===== src/rtl/au_share_arbiter.sv =====
// au_share_arbiter: round-robin sharing of one combinational adder/subtractor between two requesters.
// Define AU_STATS_EN to add the saturating per-requester accept counters stat0_cnt/stat1_cnt.
module au_share_arbiter #(
    parameter int WIDTH  = 3,
    parameter int AU_LAT = 1
) (
    input  logic             clk,
    input  logic             rst_n,
    input  logic             req0_valid,
    input  logic [WIDTH-1:0] req0_a,
    input  logic [WIDTH-1:0] req0_b,
    input  logic             req0_sub,
    output logic             req0_ready,
    output logic             rsp0_valid,
    output logic [WIDTH-1:0] rsp0_sum,
    output logic             rsp0_carry,
    input  logic             req1_valid,
    input  logic [WIDTH-1:0] req1_a,
    input  logic [WIDTH-1:0] req1_b,
    input  logic             req1_sub,
    output logic             req1_ready,
    output logic             rsp1_valid,
    output logic [WIDTH-1:0] rsp1_sum,
    output logic             rsp1_carry,
    output logic [WIDTH-1:0] au_a,
    output logic [WIDTH-1:0] au_b,
    output logic             au_sub,
    input  logic [WIDTH-1:0] au_sum,
    input  logic             au_carry
`ifdef AU_STATS_EN
    ,
    output logic [7:0]       stat0_cnt,
    output logic [7:0]       stat1_cnt
`endif
);

    typedef enum logic [1:0] {
        ST_IDLE = 2'd0,
        ST_WAIT = 2'd1,
        ST_DONE = 2'd2
    } state_t;

    localparam logic [3:0] CNT_INIT = 4'(AU_LAT - 1);

    state_t     state_r;
    state_t     state_nxt_s;
    logic       ptr_r;
    logic       owner_r;
    logic [3:0] cnt_r;
    logic       grant_s;
    logic       accept_s;
    logic       capture_s;

    // Arbitration and next-state decode; grant only matters in IDLE
    always_comb begin
        state_nxt_s = state_r;
        grant_s     = 1'b0;
        accept_s    = 1'b0;
        capture_s   = 1'b0;
        case (state_r)
            ST_IDLE: begin
                if (req0_valid && req1_valid) begin
                    grant_s = ptr_r;
                end else if (req1_valid) begin
                    grant_s = 1'b1;
                end else begin
                    grant_s = 1'b0;
                end
                if (req0_valid || req1_valid) begin
                    accept_s    = 1'b1;
                    state_nxt_s = ST_WAIT;
                end else begin
                    state_nxt_s = ST_IDLE;
                end
            end
            ST_WAIT: begin
                if (cnt_r == 4'd0) begin
                    capture_s   = 1'b1;
                    state_nxt_s = ST_DONE;
                end else begin
                    state_nxt_s = ST_WAIT;
                end
            end
            ST_DONE: begin
                state_nxt_s = ST_IDLE;
            end
            default: begin
                state_nxt_s = ST_IDLE;
            end
        endcase
    end

    assign req0_ready = accept_s & ~grant_s;
    assign req1_ready = accept_s & grant_s;

    // State register
    always_ff @(posedge clk or negedge rst_n) begin
        if (!rst_n) begin
            state_r <= ST_IDLE;
        end else begin
            state_r <= state_nxt_s;
        end
    end

    // Operand latch, owner, settle counter and round-robin pointer
    always_ff @(posedge clk or negedge rst_n) begin
        if (!rst_n) begin
            au_a    <= {WIDTH{1'b0}};
            au_b    <= {WIDTH{1'b0}};
            au_sub  <= 1'b0;
            owner_r <= 1'b0;
            cnt_r   <= 4'd0;
            ptr_r   <= 1'b0;
        end else begin
            if (accept_s) begin
                au_a    <= grant_s ? req1_a : req0_a;
                au_b    <= grant_s ? req1_b : req0_b;
                au_sub  <= grant_s ? req1_sub : req0_sub;
                owner_r <= grant_s;
                cnt_r   <= CNT_INIT;
            end else if (state_r == ST_WAIT && cnt_r != 4'd0) begin
                cnt_r <= cnt_r - 4'd1;
            end
            if (state_r == ST_DONE) begin
                ptr_r <= ~owner_r;
            end
        end
    end

    // Result capture; the valid pulse lands in the DONE cycle, sums hold until overwritten
    always_ff @(posedge clk or negedge rst_n) begin
        if (!rst_n) begin
            rsp0_valid <= 1'b0;
            rsp0_sum   <= {WIDTH{1'b0}};
            rsp0_carry <= 1'b0;
            rsp1_valid <= 1'b0;
            rsp1_sum   <= {WIDTH{1'b0}};
            rsp1_carry <= 1'b0;
        end else begin
            rsp0_valid <= capture_s & ~owner_r;
            rsp1_valid <= capture_s & owner_r;
            if (capture_s && !owner_r) begin
                rsp0_sum   <= au_sum;
                rsp0_carry <= au_carry;
            end
            if (capture_s && owner_r) begin
                rsp1_sum   <= au_sum;
                rsp1_carry <= au_carry;
            end
        end
    end

`ifdef AU_STATS_EN
    // Saturating accept counters
    always_ff @(posedge clk or negedge rst_n) begin
        if (!rst_n) begin
            stat0_cnt <= 8'd0;
            stat1_cnt <= 8'd0;
        end else begin
            if (req0_ready && stat0_cnt != 8'hFF) begin
                stat0_cnt <= stat0_cnt + 8'd1;
            end
            if (req1_ready && stat1_cnt != 8'hFF) begin
                stat1_cnt <= stat1_cnt + 8'd1;
            end
        end
    end
`endif

endmodule

===== config.mk =====
export PLATFORM = sky130hd
export DESIGN_NAME = au_share_arbiter
export DESIGN_NICKNAME = d
export VERILOG_FILES = /design/src/rtl/au_share_arbiter.sv
export SDC_FILE = /design/constraint.sdc
export NUM_CORES = 1
export LEC_CHECK = 0
export ABC_CLOCK_PERIOD_IN_PS = 4200
export CORE_UTILIZATION = 46
export DETAILED_ROUTE_END_ITERATION = 12
export HOLD_SLACK_MARGIN = 0.03
export PLACE_DENSITY = 0.83
export SLEW_MARGIN = 25
export SYNTH_ARGS = -nofsm -noshare
export SYNTH_HDL_FRONTEND = slang
export SYNTH_SLANG_ARGS = --single-unit

===== constraint.sdc =====
create_clock -name clk -period 4.2 [get_ports clk]
set_clock_uncertainty 0.1 [all_clocks]
set_input_delay 0.84 -clock clk [delete_from_list [all_inputs] [get_ports clk]]
set_output_delay 0.84 -clock clk [all_outputs]
set_load 0.005 [all_outputs]

==> run summary <==
overall die height = 50.79 um
main combinational cell family by area after synthesis = compound AO/OA/AOI/OAI gates
Synth area leaders = sky130_fd_sc_hd__dfrtp_1 57%, sky130_fd_sc_hd__a221o_1 6.4%, sky130_fd_sc_hd__mux2_4 5.5%, sky130_fd_sc_hd__a21boi_0 4.8%, sky130_fd_sc_hd__mux2_2 4.1%
post-DP HPWL = 1.721 mm
maximum net fanout on the critical path = 9
origin of the worst setup path = req1_valid
count of final hold-check violations = 0
pin count of the biggest net entering global routing = 26
critical path's most frequent cell = sky130_fd_sc_hd__clkdlybuf4s50_1
yosys warns = 0
setup repair after global routing missed its margin = false
cts-stage hold buffer count = 0
starting DRC count in detailed routing = 12
kind of end point of the critical path = output port
gpl congestion = 0.8308
cells along the critical path = clkdlybuf4s50_1 > nand2_1 > and3_1 > clkdlybuf4s50_1
detailed-route vias per instance = 5.306
DRC violation count after routing = 0
path class of the lowest-slack min-delay path = in2async
average wire per cell in the routed design = 13.94 um
quantity of gates resized following cts = 0
DR pass1 iterations = 4
largest vdd supply drop = 380.0 uV
setup TNS = 0 ns
CTS tree = built
WP data arrival = 2.27 ns
Yosys cell types = 27
global-route wire length before repair = 3.663 mm
mean post-synth cell area = 12.44 um^2
via count of the first global-routing pass = 796
critical-path cell with the highest stage delay = sky130_fd_sc_hd__clkdlybuf4s50_1
crit path time final = 3.210 ns
cell accounting for the most synthesized area = sky130_fd_sc_hd__dfrtp_1
Final period util = 76.44%
depth of the worst register-to-register path = 3
Pwr per Cell Area = 619.6 mW/mm^2
worst-case register-to-register setup slack = 2.32 ns
simple logic cell fraction of the synthesized area = 11.77%
combined global-route utilization of all metal layers = 19.66%
reg2reg end = rsp0_sum[0]
Slew HR = 56.98%
Finish-stage setup viols = 0
port bufs = 40
proportion of layout cells with a drive suffix above 1 = 14.73%
clock latency of the later-clocked register in the worst-skew pair = 0.32 ns
routed vias = 833
xor/xnor cell area share of the yosys netlist = 0%
number of storage elements in the synthesis netlist = 25
initial antenna violation count = 0
clock slew seen by the registers of the worst setup and hold paths = 0.14 ns
full die area = 0.002579 mm^2
Die X-Extent = 50.79 um
count of cell instances traversed by the critical path = 4
number of placement rows = 17
number of top-level design ports = 41
count of maximum capacitance violations = 0
Synthesized Nets = 111
cell at the root of the clock tree = sky130_fd_sc_hd__clkbuf_4
critical path buffer and inverter count = 2
adder-cell share of the synthesized area = 1.143%
final antenna-violating net count = 0
Congestion Overflow GR = 0
Routed Wire Length = 2.189 mm
number of nets in the finished design = 153
launching element type of the critical path = primary input
TritonCTS sink count = 25
Leakage = 0.6890 nW
Max Fclk = 0.3115 GHz
cts bufs inserted = 3
worst flop-to-flop path startpoint = state_r[1]
layout-stage area growth over the synthesis result = 40.91%
core outline area = 0.002233 mm^2
result of the run = complete, no violations
synthesized netlist cell count = 88
capture point of the critical path = req0_ready
Max stage delay on crit path = 0.56 ns
required arrival time at the worst endpoint = 3.26 ns
fin. max-slew vios = 0
startpoint-to-endpoint class of the critical path = in2out
cell area after technology mapping = 0.001095 mm^2
worst slew pin tran = 0.6386 ns
buffers from clock root to sink, at most = 2
final hold slack = 0.3694 ns
antenna diode instance count = 0
count of H-tree levels built during CTS = 1
post-CTS setup buffer count = 0
portion of the post-synthesis area used by sequential elements = 57.14%
share of the synthesized area in the top cell type = 57.14%
Filler Cells Inserted = 166
cell class contributing the biggest share of worst-path delay = buffers and inverters
compound-cell area share of the yosys netlist = 14.74%
multiplexer area fraction after synthesis = 12.34%
starting density of the core = 49.02%
cells in the final DEF (no fill, tap or decap):
cell type	instances
sky130_fd_sc_hd__dfrtp_1	25
sky130_fd_sc_hd__mux2i_1	3
sky130_fd_sc_hd__mux2_2	4
sky130_fd_sc_hd__o21ai_0	5
sky130_fd_sc_hd__ha_1	1
sky130_fd_sc_hd__clkbuf_4	3
sky130_fd_sc_hd__or3b_4	1
sky130_fd_sc_hd__a31o_2	1
sky130_fd_sc_hd__clkdlybuf4s50_1	39
sky130_fd_sc_hd__nor2_1	3
sky130_fd_sc_hd__nand2_1	4
sky130_fd_sc_hd__nand2b_1	3
sky130_fd_sc_hd__buf_2	1
sky130_fd_sc_hd__clkinvlp_4	1
sky130_fd_sc_hd__inv_1	4
sky130_fd_sc_hd__or2_2	3
sky130_fd_sc_hd__clkinv_1	1
sky130_fd_sc_hd__or3_1	1
sky130_fd_sc_hd__a221o_1	7
sky130_fd_sc_hd__nor3b_1	1
sky130_fd_sc_hd__nand3b_1	1
sky130_fd_sc_hd__nand3_1	1
sky130_fd_sc_hd__nor3_2	1
sky130_fd_sc_hd__nor3_1	1
sky130_fd_sc_hd__nor2b_1	1
sky130_fd_sc_hd__a21boi_0	7
sky130_fd_sc_hd__and3_1	1
sky130_fd_sc_hd__a21oi_1	1
sky130_fd_sc_hd__mux2_4	4
kinds of logic (layout without fill, tap and decap cells):
| group | Yosys count | in the layout |
|---|---|---|
| compound gates | 21 | 21 |
| mux | 11 | 11 |
| flops | 25 | 25 |
| buf+inv | 8 | 49 |
| fa+ha+maj | 1 | 1 |
| simple gates | 22 | 22 |
layout make-up:
cell class / count / area (um^2) / area share [%]
sequential: 25 / 625.6 / 40.55
multi-input combinational: 55 / 437.9 / 28.39
timing repair buffer: 40 / 395.4 / 25.63
tap: 28 / 35.03 / 2.271
clock buffer: 3 / 22.52 / 1.460
inverter: 5 / 18.77 / 1.217
clock inverter: 1 / 7.507 / 0.4866
worst min path at each step:
stage	from	to	slack [ns]	cells after the start
floorplan	owner_r	ptr_r	0.35	1
global route	rst_n	rsp1_carry	0.41	1
detailed placement	owner_r	ptr_r	0.39	1
finish	rst_n	rsp1_carry	0.37	1
global placement	owner_r	ptr_r	0.36	1
CTS	rst_n	rsp1_carry	0.38	1
sequential cells by signal, summed over array words and instances, names as in the netlist, 2 cells and up:
signal    count
au_a          3
au_b          3
rsp1_sum      3
state_r       2
rsp0_sum      3
cnt_r         4
stage by stage:
| stage | area [um^2] | instances | util (%) | power, mW | worst slack (ns) |
|---|---|---|---|---|---|
| 6_report | 1543 | 157 | 69.08 | 0.9559 | 0.9897 |
| 2_1_floorplan | 1095 | 88 | - | 0.6193 | 1.996 |
| 4_1_cts | 1543 | 157 | 69.08 | 0.9666 | 0.9858 |
| 3_3_place_gp | 1518 | 153 | 67.96 | 0.8464 | 1.027 |
| 3_5_place_dp | 1513 | 153 | 67.73 | 0.8574 | 1.001 |
| 5_1_grt | 1543 | 157 | 69.08 | 1.017 | 0.9159 |
per-layer routing:
| metal | GRT usage (%) | routed length [um] | vias up |
|---|---|---|---|
| li1 | - | - | 398 |
| met1 | 26.97 | 1037 | 395 |
| met2 | 28.67 | 983 | 33 |
| met3 | 4.242 | 116 | 7 |
| met4 | 11.11 | 51 | 0 |
| met5 | 0 | 0 | - |
worst register-to-register path: cells and delay by family, from the launching register on:
family	cells	cell delay (ns)
DFF	1	0.44
muxes	1	0.35
and+or+nand+nor	2	0.90
power breakdown:
part           total (mW)  internal, mW  switching (mW)
logic               0.454         0.295           0.159
clock network       0.106        0.0364          0.0701
registers           0.396         0.339          0.0567
total               0.956         0.670           0.286
synthesized netlist by cell type, drive strengths merged:
master,n
mux2i,3
or3,1
or3b,1
a221o,7
nand3,1
nand2,4
ha,1
clkinv,1
nor3,2
nor2,3
o21ai,5
nor3b,1
buf,1
clkbuf,2
mux2,8
dfrtp,25
or2,3
inv,4
nand2b,3
and3,1
a21boi,7
nand3b,1
a31o,1
nor2b,1
a21oi,1
Power figures use the tool's default switching activity.
